`config.mk`:
```
export PLATFORM = sky130hd
export DESIGN_NAME = uart_receiver
export DESIGN_NICKNAME = d
export VERILOG_FILES = /design/src/rtl/uart_receiver.sv
export SDC_FILE = /design/constraint.sdc
export NUM_CORES = 1
export LEC_CHECK = 0
export BUFFER_PORTS_ARGS = -buffer_cell sky130_fd_sc_hd__buf_2
export CORE_ASPECT_RATIO = 1.5
export CORE_MARGIN = 8
export CORE_UTILIZATION = 32
export DETAILED_ROUTE_END_ITERATION = 12
export GPL_TIMING_DRIVEN = 0
export PLACE_DENSITY_LB_ADDON = 0.15
export SKIP_LAST_GASP = 1
export SYNTH_ARGS = -nofsm -noshare
export SYNTH_HDL_FRONTEND = slang
export SYNTH_SLANG_ARGS = --single-unit
```
`constraint.sdc`:
```
create_clock -name clk -period 2 [get_ports clk]
set_clock_uncertainty 0.15 [all_clocks]
set_input_delay 0.1 -clock clk [delete_from_list [all_inputs] [get_ports clk]]
set_output_delay 0.1 -clock clk [all_outputs]
set_load 0.1 [all_outputs]
```
`src/rtl/uart_receiver.sv`:
```
// UART receiver: 8N1 (8E1 when UART_RX_PARITY_EN is defined), oversampled majority-vote bit recovery.
// Bytes appear on data with a one-cycle data_valid strobe; framing and parity errors pulse for one cycle.
module uart_receiver #(
  parameter int CLK_FREQ   = 100000000,
  parameter int BAUD       = 9600,
  parameter int OVERSAMPLE = 16
) (
  input  logic       clk,
  input  logic       reset,
  input  logic       RxD,
  output logic [7:0] data,
  output logic       data_valid,
  output logic       framing_err,
  output logic       parity_err,
  output logic       busy
);
  localparam int DIV    = CLK_FREQ / (BAUD * OVERSAMPLE);
  localparam int DIV_W  = (DIV > 1) ? $clog2(DIV) : 1;
  localparam int TICK_W = $clog2(OVERSAMPLE);

  localparam logic [DIV_W-1:0]  DIV_LAST  = DIV_W'(DIV - 1);
  localparam logic [TICK_W-1:0] TICK_LAST = TICK_W'(OVERSAMPLE - 1);
  localparam logic [TICK_W-1:0] SAMP_A    = TICK_W'(OVERSAMPLE / 2 - 1);
  localparam logic [TICK_W-1:0] SAMP_B    = TICK_W'(OVERSAMPLE / 2);
  localparam logic [TICK_W-1:0] DECIDE    = TICK_W'(OVERSAMPLE / 2 + 1);

`ifdef UART_RX_PARITY_EN
  typedef enum logic [2:0] {S_IDLE, S_START, S_DATA, S_PARITY, S_STOP, S_BREAK} state_t;
`else
  typedef enum logic [2:0] {S_IDLE, S_START, S_DATA, S_STOP, S_BREAK} state_t;
`endif

  state_t state_reg, state_next;

  logic              rx_meta_reg, rxs_reg, rxs_prev_reg;
  logic [DIV_W-1:0]  div_cnt_reg;
  logic [TICK_W-1:0] tick_cnt_reg;
  logic [1:0]        samp_reg;
  logic [2:0]        bit_idx_reg;
  logic [7:0]        shift_reg;
  logic [7:0]        data_reg;
  logic              data_valid_reg, framing_err_reg, busy_reg;
  logic              data_valid_next, framing_err_next, busy_next;
  logic              tick, decide, maj;
`ifdef UART_RX_PARITY_EN
  logic              parity_bad_reg, parity_err_reg, parity_err_next;
`endif

  assign tick   = (state_reg != S_IDLE) && (div_cnt_reg == DIV_LAST);
  assign decide = tick && (tick_cnt_reg == DECIDE);
  // Third vote is the live sample taken at the decision tick itself.
  assign maj    = (samp_reg[0] & samp_reg[1]) | (samp_reg[0] & rxs_reg) | (samp_reg[1] & rxs_reg);

  always_comb begin
    state_next       = state_reg;
    data_valid_next  = 1'b0;
    framing_err_next = 1'b0;
`ifdef UART_RX_PARITY_EN
    parity_err_next  = 1'b0;
`endif
    case (state_reg)
      S_IDLE:  if (rxs_prev_reg && !rxs_reg) state_next = S_START;
      S_START: if (decide) state_next = maj ? S_IDLE : S_DATA;
      S_DATA: begin
        if (decide && bit_idx_reg == 3'd7) begin
`ifdef UART_RX_PARITY_EN
          state_next = S_PARITY;
`else
          state_next = S_STOP;
`endif
        end
      end
`ifdef UART_RX_PARITY_EN
      S_PARITY: if (decide) state_next = S_STOP;
`endif
      S_STOP: begin
        if (decide) begin
          if (!maj) begin
            framing_err_next = 1'b1;
            state_next       = S_BREAK;
          end else begin
            state_next = S_IDLE;
`ifdef UART_RX_PARITY_EN
            if (parity_bad_reg) parity_err_next = 1'b1;
            else                data_valid_next = 1'b1;
`else
            data_valid_next = 1'b1;
`endif
          end
        end
      end
      S_BREAK: if (rxs_reg) state_next = S_IDLE;
      default: state_next = S_IDLE;
    endcase
`ifdef UART_RX_PARITY_EN
    busy_next = (state_next == S_DATA) || (state_next == S_PARITY) || (state_next == S_STOP);
`else
    busy_next = (state_next == S_DATA) || (state_next == S_STOP);
`endif
  end

  always_ff @(posedge clk or negedge reset) begin
    if (!reset) begin
      state_reg       <= S_IDLE;
      rx_meta_reg     <= 1'b1;
      rxs_reg         <= 1'b1;
      rxs_prev_reg    <= 1'b1;
      div_cnt_reg     <= '0;
      tick_cnt_reg    <= '0;
      samp_reg        <= '0;
      bit_idx_reg     <= '0;
      shift_reg       <= '0;
      data_reg        <= '0;
      data_valid_reg  <= 1'b0;
      framing_err_reg <= 1'b0;
      busy_reg        <= 1'b0;
`ifdef UART_RX_PARITY_EN
      parity_bad_reg  <= 1'b0;
      parity_err_reg  <= 1'b0;
`endif
    end else begin
      rx_meta_reg     <= RxD;
      rxs_reg         <= rx_meta_reg;
      rxs_prev_reg    <= rxs_reg;
      state_reg       <= state_next;
      data_valid_reg  <= data_valid_next;
      framing_err_reg <= framing_err_next;
      busy_reg        <= busy_next;
`ifdef UART_RX_PARITY_EN
      parity_err_reg  <= parity_err_next;
`endif
      // Bit timing restarts from the start edge so every decision lands mid-bit.
      if (state_reg == S_IDLE && state_next == S_START) begin
        div_cnt_reg  <= '0;
        tick_cnt_reg <= '0;
      end else if (state_reg != S_IDLE) begin
        div_cnt_reg <= tick ? '0 : div_cnt_reg + DIV_W'(1);
        if (tick) begin
          tick_cnt_reg <= (tick_cnt_reg == TICK_LAST) ? '0 : tick_cnt_reg + TICK_W'(1);
          if (tick_cnt_reg == SAMP_A) samp_reg[0] <= rxs_reg;
          if (tick_cnt_reg == SAMP_B) samp_reg[1] <= rxs_reg;
        end
      end
      if (decide && state_reg == S_START) bit_idx_reg <= '0;
      if (decide && state_reg == S_DATA) begin
        shift_reg   <= {maj, shift_reg[7:1]};
        bit_idx_reg <= bit_idx_reg + 3'd1;
      end
`ifdef UART_RX_PARITY_EN
      if (decide && state_reg == S_PARITY) parity_bad_reg <= (^shift_reg) ^ maj;
`endif
      if (data_valid_next) data_reg <= shift_reg;
    end
  end

  assign data        = data_reg;
  assign data_valid  = data_valid_reg;
  assign framing_err = framing_err_reg;
  assign busy        = busy_reg;
`ifdef UART_RX_PARITY_EN
  assign parity_err  = parity_err_reg;
`else
  assign parity_err  = 1'b0;
`endif

endmodule
```
-- After elaboration in Yosys (flattened, before gate mapping)
Index checks and enable logic that the tools add are counted.
- equal/unequal tests: 13
- $add $sub $neg: 3
- bitwise operators: 6
- multiplexer cells: 23
- reductions and logical operators: 17
- operator list (kind ; count):
    $mux 10 ; 3
    $mux 3 ; 8
    $mux 4 ; 4
    $pmux 3 s5 ; 1
    $eq 3x2->1 const B ; 4
    $eq 4x4->1 const B ; 3
    $add 10x1->10 const B ; 1
    $eq 10x10->1 const B ; 1
    $reduce_and 4->1 ; 2
    $logic_and 1x1->1 ; 7
    $eq 3x1->1 const B ; 2
    $eq 3x3->1 const B ; 2
    $mux 1 ; 6
    $reduce_bool 2->1 ; 3
    $add 4x1->4 const B ; 1
    $eq 4x3->1 const B ; 1
    $add 3x1->3 const B ; 1
    $and 1x1->1 ; 3
    $logic_not 3->1 ; 1
    $reduce_bool 3->1 ; 1
    $mux 2 ; 1
    $or 1x1->1 ; 2
    $reduce_and 2->1 ; 1
    $logic_not 1->1 ; 1
    2 further kinds ; 2
- output and inout bits: 12
- bits of input ports: 3
- word-level logic and storage cells: 76
- flip-flop bits (word level): 44

-- Longest topological paths before layout
Gate-level depths: netlist (run 1).
- word-level depth: 10
- gate-level depth with buffers: 6
- mapped depth without buffers: 6

-- Worst setup path before layout (run 1)
OpenSTA, ideal clock, no wires.
- path kind: reg2reg
- start: register tick_cnt_reg[1]
- end: register shift_reg[0]
- setup time: 0.125 ns
- arrival: 1.840 ns
- cell stages (with the launch flop): 7
- path buffers: 0
- required time: 1.725 ns
- path slack: -0.115 ns
- clock period less this slack: 2.115 ns
- path through: dfrtp_1 -> inv_1 -> ha_1 -> nor4bb_1 -> nand4_1 -> nor3_2 -> mux2_2
- cells in the longest elaborated chain, start to end: 3
- RTL lines (what ; RTL line ; source):
    start: declaration ; 37 ; logic [TICK_W-1:0] tick_cnt_reg;
    start signal: assignment ; 139 ; tick_cnt_reg <= (tick_cnt_reg == TICK_LAST) ? '0 : tick_cnt_reg + TICK_W'(1);
    $eq 4x4->1 ; 50 ; assign decide = tick && (tick_cnt_reg == DECIDE);
    $logic_and 1x1->1 ; 50 ;
    $logic_and 1x1->1 ; 145 ; if (decide && state_reg == S_DATA) begin
    end signal: assignment ; 146 ; shift_reg <= {maj, shift_reg[7:1]};
    end: declaration ; 40 ; logic [7:0] shift_reg;
Every way passes these cells.
A chain may end at the register's enable or synchronous reset.

-- Worst setup path in the final report (run 1)
- start: register div_cnt_reg[6]
- end: register shift_reg[5]
- cells in the longest elaborated chain, start to end: 4
- RTL lines (what ; RTL line ; source):
    start: declaration ; 36 ; logic [DIV_W-1:0] div_cnt_reg;
    start signal: assignment ; 137 ; div_cnt_reg <= tick ? '0 : div_cnt_reg + DIV_W'(1);
    $eq 10x10->1 ; 49 ; assign tick = (state_reg != S_IDLE) && (div_cnt_reg == DIV_LAST);
    $logic_and 1x1->1 ; 49 ;
    $logic_and 1x1->1 ; 50 ;
    $logic_and 1x1->1 ; 145 ;
Every way passes these cells.

==> impl_metrics.csv, run 1 <==
group,metric,value,unit
critical_path,worstPathArrival,2.10,ns
clock_tree,root_buffer,"clkbuf_8",
critical_path,critPathMaxFanout,8,
die,die_w,82.7,um
critical_path,criticalPathCategory,"flop to flop",
sta,fin_tns_setup,-0.455,ns
clock_tree,cts_tree,"yes",
synth,post_synth.cell_area_avg,11.4,um2
route,drt-pass1-iter-count,4,
die,design.die.area,0.00960,mm2
clock_tree,clk_pin_slew,0.09,ns
global_routing,grt_max_degree,45,
placement,dp_hpwl,3.08,mm
status,violations,"negative setup slack",
synth,synth_edf_count,0,
die,start_util,0.329,
synth,netlist_area,0.00214,mm2
sta,rsz0062_at_grt,"yes",
critical_path,r2r_cells,7,
synth,syn_nets,198,
finish,area_growth,24.3,%
synth,synthCells,188,
finish,final_cells,301,
sta,drv_slew,0,
placement,place_inst,277,
clock_tree,cts.sinks,44,
global_routing,grt_pass1_vias,1576,
critical_path,rrSetupSlack,-0.08,ns
die,core_area,0.00649,mm2
die,num_rows,36,
run,maxCapViolCount,0,
critical_path,reg2reg_from,"div_cnt_reg[6]$_DFFE_PN0P_",
global_routing,grt_overflow,0,
route,wl_per_cell,14.9,um
route,drt-total-wl,4.50,mm
finish,drive_above_1_share,0.364,
die,pin_count,15,
worst_hold_path,min_to,"rxs_reg$_DFF_PN1_",
sta,timing.final.ws_setup,-0.0798,ns
worst_hold_path,min_path_type,"flop to flop",
finish,fillers,639,
synth,async_flop_share,1.00,
critical_path,rr_endpoint,"shift_reg[5]$_DFFE_PN0P_",
pwr,power.density,739,mW/mm2
sta,setup_viol,11,
status,outcome,"complete, but fails checks",
clock_tree,clk_latency,0.30,ns
synth,synth_ff_type,"dfrtp_1",
route,drc,0,
global_routing,grt_pass1_wl,7.68,mm
finish,diodes,0,
sta,worst_pin_slew,0.975,ns
worst_hold_path,hp-start,"rx_meta_reg$_DFF_PN1_",
route,routed-via-count,1550,
global_routing,antenna_found_initial,0,
route,detail-route-antenna-nets,0,
pwr,p_leak,1.21,nW
critical_path,crit_path_start_kind,"flop",
synth,synth.yosys.warnings,0,
critical_path,critPathRequiredTime,2.02,ns
synth,ys_seq_area_frac,0.517,
sta,finalHoldViolCount,0,
synth,synth.distinct_cells,50,
sta,min_period,2.08,ns
finish,fin_util,0.410,
route,via_per_inst,5.15,
finish,final_nets,235,
placement,gp_congestion,0.772,
sta,period_share,1.04,
sta,fmax,481,MHz
finish,layout_common_cells,"dfrtp_1, buf_2, nand2_1, buf_4, mux2_2",
sta,maxSlewHeadroom,0.350,
placement,port_buffers,13,
critical_path,critPathCaptureType,"flop",
clock_tree,ctsHtreeMaxLevel,2,
clock_tree,cts_buffer_depth,2,
synth,ys_seq_elements,44,
die,die_h,116,um
finish,largest_reg_flops,10,
route,drt_iter0_drc,55,
worst_hold_path,whs_path_depth,0,
critical_path,startpoint,"div_cnt_reg[6]$_DFFE_PN0P_",
finish,final_common_cell,"dfrtp_1",
clock_tree,numCtsBuffers,5,
global_routing,grt_use_total,0.102,
pwr,vdd.ir_drop.worst,0.304,mV
==> how the worst max path moves through the flow <==
stage          slack (ns)                        to
2_1_floorplan       -0.11   samp_reg[0]$_DFFE_PN0P_
3_3_place_gp        -0.40  shift_reg[6]$_DFFE_PN0P_
3_5_place_dp        -0.42  shift_reg[5]$_DFFE_PN0P_
4_1_cts             -0.11   samp_reg[0]$_DFFE_PN0P_
5_1_grt             -0.16  shift_reg[4]$_DFFE_PN0P_
6_report            -0.08  shift_reg[5]$_DFFE_PN0P_
==> synthesized netlist by cell type, types with 2 or more instances <==
cell       instances  share of area
a21oi_1            4         0.0094
a31oi_1            4          0.012
and2_1             2         0.0059
and3_1             2         0.0059
clkbuf_1           5         0.0088
dfrtp_1           41           0.48
dfstp_2            3          0.037
ha_1               7          0.041
inv_1              7          0.012
mux2_1             2          0.011
mux2_2            16          0.084
mux2i_1            2         0.0094
nand2_1           14          0.025
nand2b_1           2         0.0059
nand3_1           10          0.023
nand4_1            5          0.015
nand4b_1           2         0.0082
nor2_1             9          0.016
nor2b_1            3         0.0088
nor3_1             3         0.0070
nor3b_1            2         0.0070
o21ai_0           10          0.023
o2bb2ai_1          2         0.0082
o31ai_1            3          0.011
or3_1              2         0.0059
or4_1              2         0.0070
==> worst max-delay path, cell delays in order (launching register included) <==
cell	delay, ns
dfrtp_2	0.41
buf_4	0.14
nor4b_4	0.31
nand4_1	0.12
buf_4	0.18
nor3_4	0.15
buf_12	0.15
mux2_2	0.33
==> metal layers <==
metal,up-vias,GRT usage,wire (um)
met4,0,0.0462,97
met3,8,0.0264,212
li1,763,-,-
met1,752,0.112,1820
met5,-,0,0
met2,27,0.176,2370
==> report_power, final <==
part,total [W],internal (W),leakage [nW],switching (W)
sequential,0.00106,0.000965,0.580,0.0000973
clock,0.000605,0.000308,0.0503,0.000297
combinational,0.000295,0.000149,0.576,0.000146
total,0.00196,0.00142,1.21,0.000540
==> repair_timing <==
action                     4_1_cts  5_1_grt
buffers inserted                14        1
hold endpoints to repair        42        0
setup endpoints to repair       28       33
hold buffers                     2        0
pin swaps                        4        5
resized for setup               12       14
==> cell type report <==
| type | count | area, um2 | share of cell area |
|---|---|---|---|
| plain buffers | 6 | 28.8 | 0.0108 |
| clock buffers | 7 | 96.3 | 0.0363 |
| inverters | 7 | 26.3 | 0.00989 |
| multi-input cells | 131 | 1070 | 0.405 |
| flip-flops and latches | 44 | 1110 | 0.419 |
| well taps | 76 | 95.1 | 0.0358 |
| repair buffers | 30 | 223 | 0.0838 |
==> logic make-up after synthesis <==
group	Yosys count	share of synthesized area
AO/OA/AOI/OAI	32	0.0995
XOR/XNOR	1	0.00410
adder cells (fa/ha/maj)	8	0.0457
buffers and inverters	13	0.0246
flip-flops	44	0.517
multiplexers	20	0.104
other	1	0.00175
AND/OR/NAND/NOR	69	0.203
==> metrics by stage <==
| stage | worst slack, ns | total power [W] | instance area (um2) | hold slack (ns) |
|---|---|---|---|---|
| 3_5_place_dp | -0.419 | 0.00130 | 2320 | 0.0570 |
| 3_3_place_gp | -0.395 | 0.00129 | 2320 | 0.0559 |
| 5_1_grt | -0.158 | 0.00208 | 2660 | 0.217 |
| 2_1_floorplan | -0.106 | 0.00122 | 2160 | -0.346 |
| 4_1_cts | -0.105 | 0.00196 | 2600 | 0.210 |
| 6_report | -0.0798 | 0.00196 | 2660 | 0.208 |
(Power assumes the default switching activity.)
==> run 2, diff against run 1 <==
- CELL_PAD_IN_SITES_DETAIL_PLACEMENT: default -> 1
- CELL_PAD_IN_SITES_GLOBAL_PLACEMENT: default -> 2
- SLEW_MARGIN: default -> 20
==> run 2 against run 1 <==
Net effect: the run still ends with negative setup slack left; flip-flop and latch count is the same; wire length grew 20%; clock power grew 13%; largest cell class unchanged.
==> impl_metrics.csv, run 2 (same netlist as run 1, synthesis figures left out) <==
group,metric,value,unit
die,start_util,0.329,
clock_tree,root_buffer,"clkbuf_8",
sta,maxSlewHeadroom,0.626,
sta,finalHoldViolCount,0,
global_routing,grt_pass1_vias,1785,
global_routing,grt_pass1_wl,8.78,mm
critical_path,critPathMaxFanout,5,
global_routing,grt_use_total,0.119,
sta,timing.final.ws_setup,-0.0703,ns
critical_path,crit_chain,"or4b_4, nor4_4, buf_4, nand4b_1, mux2_4",
route,wl_per_cell,18.0,um
sta,period_share,1.04,
critical_path,r2r_cells,5,
route,detail-route-antenna-nets,0,
route,drt-pass1-iter-count,4,
finish,largest_reg_flops,10,
sta,rsz0062_at_grt,"yes",
sta,worst_pin_slew,0.561,ns
pwr,vdd.ir_drop.worst,0.504,mV
global_routing,antenna_found_initial,0,
clock_tree,cts_buffer_depth,2,
pwr,power.density,750,mW/mm2
route,drc,0,
sta,fmax,483,MHz
finish,final_nets,234,
route,routed-via-count,1596,
critical_path,rr_endpoint,"samp_reg[0]$_DFFE_PN0P_",
pwr,p_leak,1.22,nW
critical_path,max_stage_delay,0.56,ns
placement,placed_cell_area,0.00232,mm2
finish,finalInstanceArea,0.00271,mm2
sta,min_period,2.07,ns
critical_path,critPathRequiredTime,2.03,ns
clock_tree,cts.sinks,44,
clock_tree,cts_tree,"yes",
status,violations,"negative setup slack",
status,outcome,"complete, but fails checks",
finish,diodes,0,
finish,area_growth,26.8,%
placement,dp_hpwl,3.74,mm
finish,drive_above_1_share,0.360,
critical_path,critPathCaptureType,"flop",
run,maxCapViolCount,0,
finish,fillers,717,
die,core_area,0.00649,mm2
route,via_per_inst,5.30,
die,die_w,82.7,um
critical_path,reg2reg_from,"div_cnt_reg[6]$_DFFE_PN0P_",
die,die_h,116,um
die,pin_count,15,
placement,port_buffers,13,
sta,drv_slew,0,
global_routing,grt_overflow,0,
critical_path,rrSetupSlack,-0.07,ns
placement,gp_congestion,0.779,
critical_path,startpoint,"div_cnt_reg[6]$_DFFE_PN0P_",
critical_path,crit_end,"samp_reg[0]$_DFFE_PN0P_",
critical_path,criticalPathCategory,"flop to flop",
critical_path,cpMaxStageDelayCell,"or4b_4",
route,drt-total-wl,5.41,mm
global_routing,grt_max_degree,45,
die,num_rows,36,
clock_tree,clk_latency,0.30,ns
die,design.die.area,0.00960,mm2
worst_hold_path,min_path_type,"input pin to asynchronous set/reset pin",
finish,layout_common_cells,"dfrtp_1, mux2_4, buf_2, nand2_1, buf_4",
finish,final_common_cell,"dfrtp_1",
finish,multiInputGateArea,0.00111,mm2
critical_path,crit_path_start_kind,"flop",
clock_tree,ctsHtreeMaxLevel,2,
finish,seqCellArea,0.00111,mm2
sta,setup_viol,10,
critical_path,worstPathArrival,2.10,ns
clock_tree,clk_pin_slew,0.09,ns
finish,fin_util,0.418,
clock_tree,numCtsBuffers,5,
route,drt_iter0_drc,56,
-- run 2: cell count changes in the layout (fill, tap and decap cells not counted), moves of 2 or more --
cell,change
buf_6,+3
mux2_2,-11
mux2_4,+11
clkbuf_8,-2
buf_4,-2
-- run 2: worst min-delay path by stage --
stage,start,to,depth (start not counted)
6_report,reset,data_valid$_DFF_PN0_,2
5_1_grt,rx_meta_reg$_DFF_PN1_,rxs_reg$_DFF_PN1_,0
4_1_cts,rx_meta_reg$_DFF_PN1_,rxs_reg$_DFF_PN1_,0
3_5_place_dp,RxD,rx_meta_reg$_DFF_PN1_,1
3_3_place_gp,RxD,rx_meta_reg$_DFF_PN1_,1
2_1_floorplan,reset,bit_idx_reg[0]$_DFFE_PN0P_,0
-- run 2: through the flow --
| stage | setup TNS (ns) | power (W) | std cells | hold WS (ns) | setup slack (ns) |
|---|---|---|---|---|---|
| 3_5_place_dp | -9.34 | 0.00132 | 277 | 0.0586 | -0.488 |
| 2_1_floorplan | -1.11 | 0.00122 | 188 | -0.346 | -0.106 |
| 5_1_grt | -1.31 | 0.00215 | 301 | 0.224 | -0.135 |
| 4_1_cts | -1.19 | 0.00204 | 299 | 0.216 | -0.175 |
| 3_3_place_gp | -7.63 | 0.00130 | 277 | 0.0543 | -0.436 |
| 6_report | -0.208 | 0.00203 | 301 | 0.180 | -0.0703 |
-- run 2: layer usage --
layer | track usage | wire (um)
met5 | 0 | 0
met3 | 0.0217 | 149
met2 | 0.220 | 3020
met4 | 0.0532 | 87
met1 | 0.125 | 2150
-- run 2: cell type report --
type,count,area share
Sequential cell,44,0.411
Multi-Input combinational cell,131,0.408
Timing Repair Buffer,30,0.0873
Tap cell,76,0.0351
Clock buffer,6,0.0268
Clock inverter,2,0.0129
Inverter,7,0.00970
Buffer,5,0.00924
-- run 2: worst max-delay path: cells and delay by family (launching register included) --
| family | cells | cell delay, ns |
|---|---|---|
| AND/OR/NAND/NOR | 3 | 0.89 |
| multiplexers | 1 | 0.32 |
| buffers and inverters | 1 | 0.18 |
| flip-flops | 1 | 0.41 |
-- run 2: report_power, final --
| part | internal (W) | total, W | switching [W] |
|---|---|---|---|
| sequential | 0.000964 | 0.00107 | 0.000109 |
| clock | 0.000371 | 0.000683 | 0.000311 |
| combinational | 0.000126 | 0.000276 | 0.000149 |
-- run 2: repair_timing --
action                                  CTS  global route
pin swaps                                10             3
hold buffers                              2             0
gates resized for setup                  16            21
hold endpoints to repair                 42             0
endpoints found under the setup margin   31            31
setup buffers                            12             3
==> run 3, diff against run 2 <==
- ABC_AREA: default -> 1
- PLACE_DENSITY: default -> 0.72
- PLACE_DENSITY_LB_ADDON: 0.15 -> default
- SLEW_MARGIN: 20 -> default
==> run 3 against run 2 <==
Net effect: the run now ends clean; critical path depth grew 3; hold slack better by 0.032 ns; non-clock buffer count is 10 lower; setup slack improved by 0.15 ns; sequential share of layout area is 0.27 points lower; clock power grew 6.7%.
==> impl_metrics.csv, run 3 <==
group,metric,value,unit
status,outcome,"complete, no violations",
global_routing,grt_pass1_vias,1908,
sta,setup_viol,0,
pwr,seqPwrFrac,0.470,
global_routing,grt_pass1_wl,8.77,mm
route,via_per_inst,4.82,
finish,diodes,0,
pwr,power_frac_comb,0.194,
finish,final_cells,358,
synth,synth-adder-area-share,0.0388,
clock_tree,cts.sinks,44,
synth,synth-xor-area-share,0.00388,
global_routing,grt_use_total,0.106,
global_routing,grt_max_degree,45,
synth,synth_top_area_share,0.455,
synth,yosys-top-cells-area,"dfrtp_1, nand2_1, o21ai_2, nand3_1, inv_1",
synth,synth.yosys.warnings,0,
route,routed-via-count,1727,
synth,yosys-mux-area-fraction,0,
sta,rsz0062_at_grt,"yes",
critical_path,critPathMaxFanout,6,
finish,area_growth,20.1,%
global_routing,grt_util_met3,0.0234,
sta,worst_pin_slew,1.00,ns
critical_path,worstPathArrival,1.95,ns
global_routing,grt_overflow,0,
die,num_rows,37,
synth,async_flop_share,1.00,
synth,ys_seq_elements,44,
synth,post_synth.cell_area_avg,9.03,um2
finish,layout_common_cells,"nand2_1, dfrtp_1, inv_1",
sta,period_share,0.960,
critical_path,critPathCaptureType,"flop",
die,die_w,84.6,um
critical_path,criticalPathCategory,"flop to flop",
clock_tree,numCtsBuffers,5,
die,die_h,119,um
finish,largest_reg_flops,10,
synth,syn_nets,260,
clock_tree,root_buffer,"clkbuf_8",
sta,whs,0.212,ns
placement,port_buffers,13,
pwr,clock_power_share,0.336,
global_routing,top_usage_layer,"met2",
finish,fillers,813,
route,drt-pass1-iter-count,4,
pwr,p_int,0.00152,W
route,drc,0,
route,drt-total-wl,4.99,mm
clock_tree,clk_pin_slew,0.09,ns
pwr,p_leak,1.36,nW
synth,synth_simple_gate_area_frac,0.285,
synth,synth_top_family_by_area,"simple AND/OR/NAND/NOR gates",
die,design.die.area,0.0101,mm2
clock_tree,ctsHtreeMaxLevel,2,
global_routing,antenna_found_initial,0,
pwr,vdd.ir_drop.worst,0.515,mV
die,pin_count,15,
pwr,swShare,0.303,
route,detail-route-antenna-nets,0,
placement,gp_congestion,0.699,
synth,yosysMostFrequentCell,"nand2_1",
sta,fmax,521,MHz
worst_hold_path,min_path_type,"flop to flop",
synth,synth_compound_area_frac,0.108,
placement,place_inst,341,
route,drt_iter0_drc,29,
critical_path,critPathRequiredTime,2.03,ns
pwr,power.switching,0.000657,W
die,core_area,0.00685,mm2
global_routing,globalRouteMet2Util,0.210,
synth,ys_top_cells_by_count,"nand2_1, dfrtp_1, inv_1",
synth,yosysTopAreaCell,"dfrtp_1",
synth,synth_edf_count,0,
clock_tree,cts_tree,"yes",
sta,min_period,1.92,ns
finish,drive_above_1_share,0.311,
clock_tree,cts_buffer_depth,2,
finish,final_nets,289,
clock_tree,clk_latency,0.29,ns
synth,synth.distinct_cells,31,
finish,final_common_cell,"nand2_1",
route,wl_per_cell,13.9,um
sta,drv_slew,0,
global_routing,gr-usage-met1,0.104,
placement,dp_hpwl,3.62,mm
synth,synth_ff_type,"dfrtp_1",
synth,ys_seq_area_frac,0.489,
synth,synthCells,250,
die,start_util,0.329,
critical_path,crit_path_start_kind,"flop",
synth,netlist_area,0.00226,mm2
sta,finalHoldViolCount,0,
pwr,power.density,801,mW/mm2
run,maxCapViolCount,0,
sta,maxSlewHeadroom,0.331,
[run 3: changes by cell type after synthesis, sizes merged, moves of 4 or more]
cell and change:
nor2 +14, mux2 -18, inv +28, nand3 +20, nand2 +45, a31oi -4, o21ai +19, clkbuf -5
[run 3: cell families (layout without fill, tap and decap cells)]
logic type | Yosys count | after routing
simple gates | 124 | 125
flops | 44 | 44
buf+inv | 39 | 68
compound gates | 34 | 34
fa+ha+maj | 7 | 7
other cells | 1 | 1
xor+xnor | 1 | 1
[run 3: worst max-delay path, stage by stage (launching register included)]
cell and delay [ns]:
dfrtp_1 0.36, inv_1 0.16, nand2_2 0.12, nor2_4 0.23, nand3_1 0.25, nand3_2 0.22, nand3_4 0.16, nand3_2 0.10
nand2_1 0.06
[run 3: metrics by stage]
| step | util | setup WS [ns] | cell area (um2) | TNS, ns | total power (W) |
|---|---|---|---|---|---|
| 6_report | 0.396 | 0.0794 | 2710 | 0 | 0.00217 |
| 3_3_place_gp | 0.353 | -0.0131 | 2420 | -0.0433 | 0.00136 |
| 5_1_grt | 0.396 | -0.0682 | 2710 | -0.351 | 0.00231 |
| 4_1_cts | 0.378 | 0.00289 | 2590 | 0 | 0.00214 |
| 2_1_floorplan | - | 0.171 | 2260 | 0 | 0.00127 |
| 3_5_place_dp | 0.353 | -0.0228 | 2420 | -0.125 | 0.00137 |
[run 3: worst paths after layout]
path / slack (ns) / startpoint / to / cells after the start
min: 0.21 / rx_meta_reg$_DFF_PN1_ / rxs_reg$_DFF_PN1_ / 0
max in group asynchronous: 0.67 / reset / div_cnt_reg[2]$_DFFE_PN0P_ / 2
min reg2reg: 0.21 / rx_meta_reg$_DFF_PN1_ / rxs_reg$_DFF_PN1_ / 0
max: 0.08 / state_reg[0]$_DFF_PN0_ / div_cnt_reg[3]$_DFFE_PN0P_ / 8
max reg2reg: 0.08 / state_reg[0]$_DFF_PN0_ / div_cnt_reg[3]$_DFFE_PN0P_ / 8
min in group asynchronous: 0.36 / reset / shift_reg[6]$_DFFE_PN0P_ / 2
[run 3: power by group through the flow]
stage               Clock, W  Sequential [W]  Combinational [W]
finish              0.000729         0.00102           0.000422
global route        0.000789         0.00103           0.000489
CTS                 0.000769         0.00101           0.000366
detailed placement         0         0.00103           0.000340
global placement           0         0.00103           0.000330
floorplan                  0         0.00101           0.000253
[run 3: timing repair]
action	CTS	global route
gates resized for setup	1	23
endpoints found under the setup margin	14	33
gates cloned	0	1
pin swaps	3	11
hold buffers	2	0
endpoints found under the hold margin	42	0
setup buffers	3	3
[run 3: layout make-up]
cell class / instances / area (um2) / area share
flip-flops and latches: 44 / 1110 / 0.408
clock buffers: 6 / 82.6 / 0.0305
clock inverters: 2 / 38.8 / 0.0143
plain buffers: 4 / 37.5 / 0.0138
repair buffers: 21 / 130 / 0.0480
multi-input cells: 168 / 1090 / 0.401
inverters: 35 / 131 / 0.0485
well taps: 78 / 97.6 / 0.0360
[run 3: routing by layer]
metal  vias up  wire, um
li1        860         -
met1       840      1890
met2        19      2840
met3         8       162
met4         0        89
met5         -         0
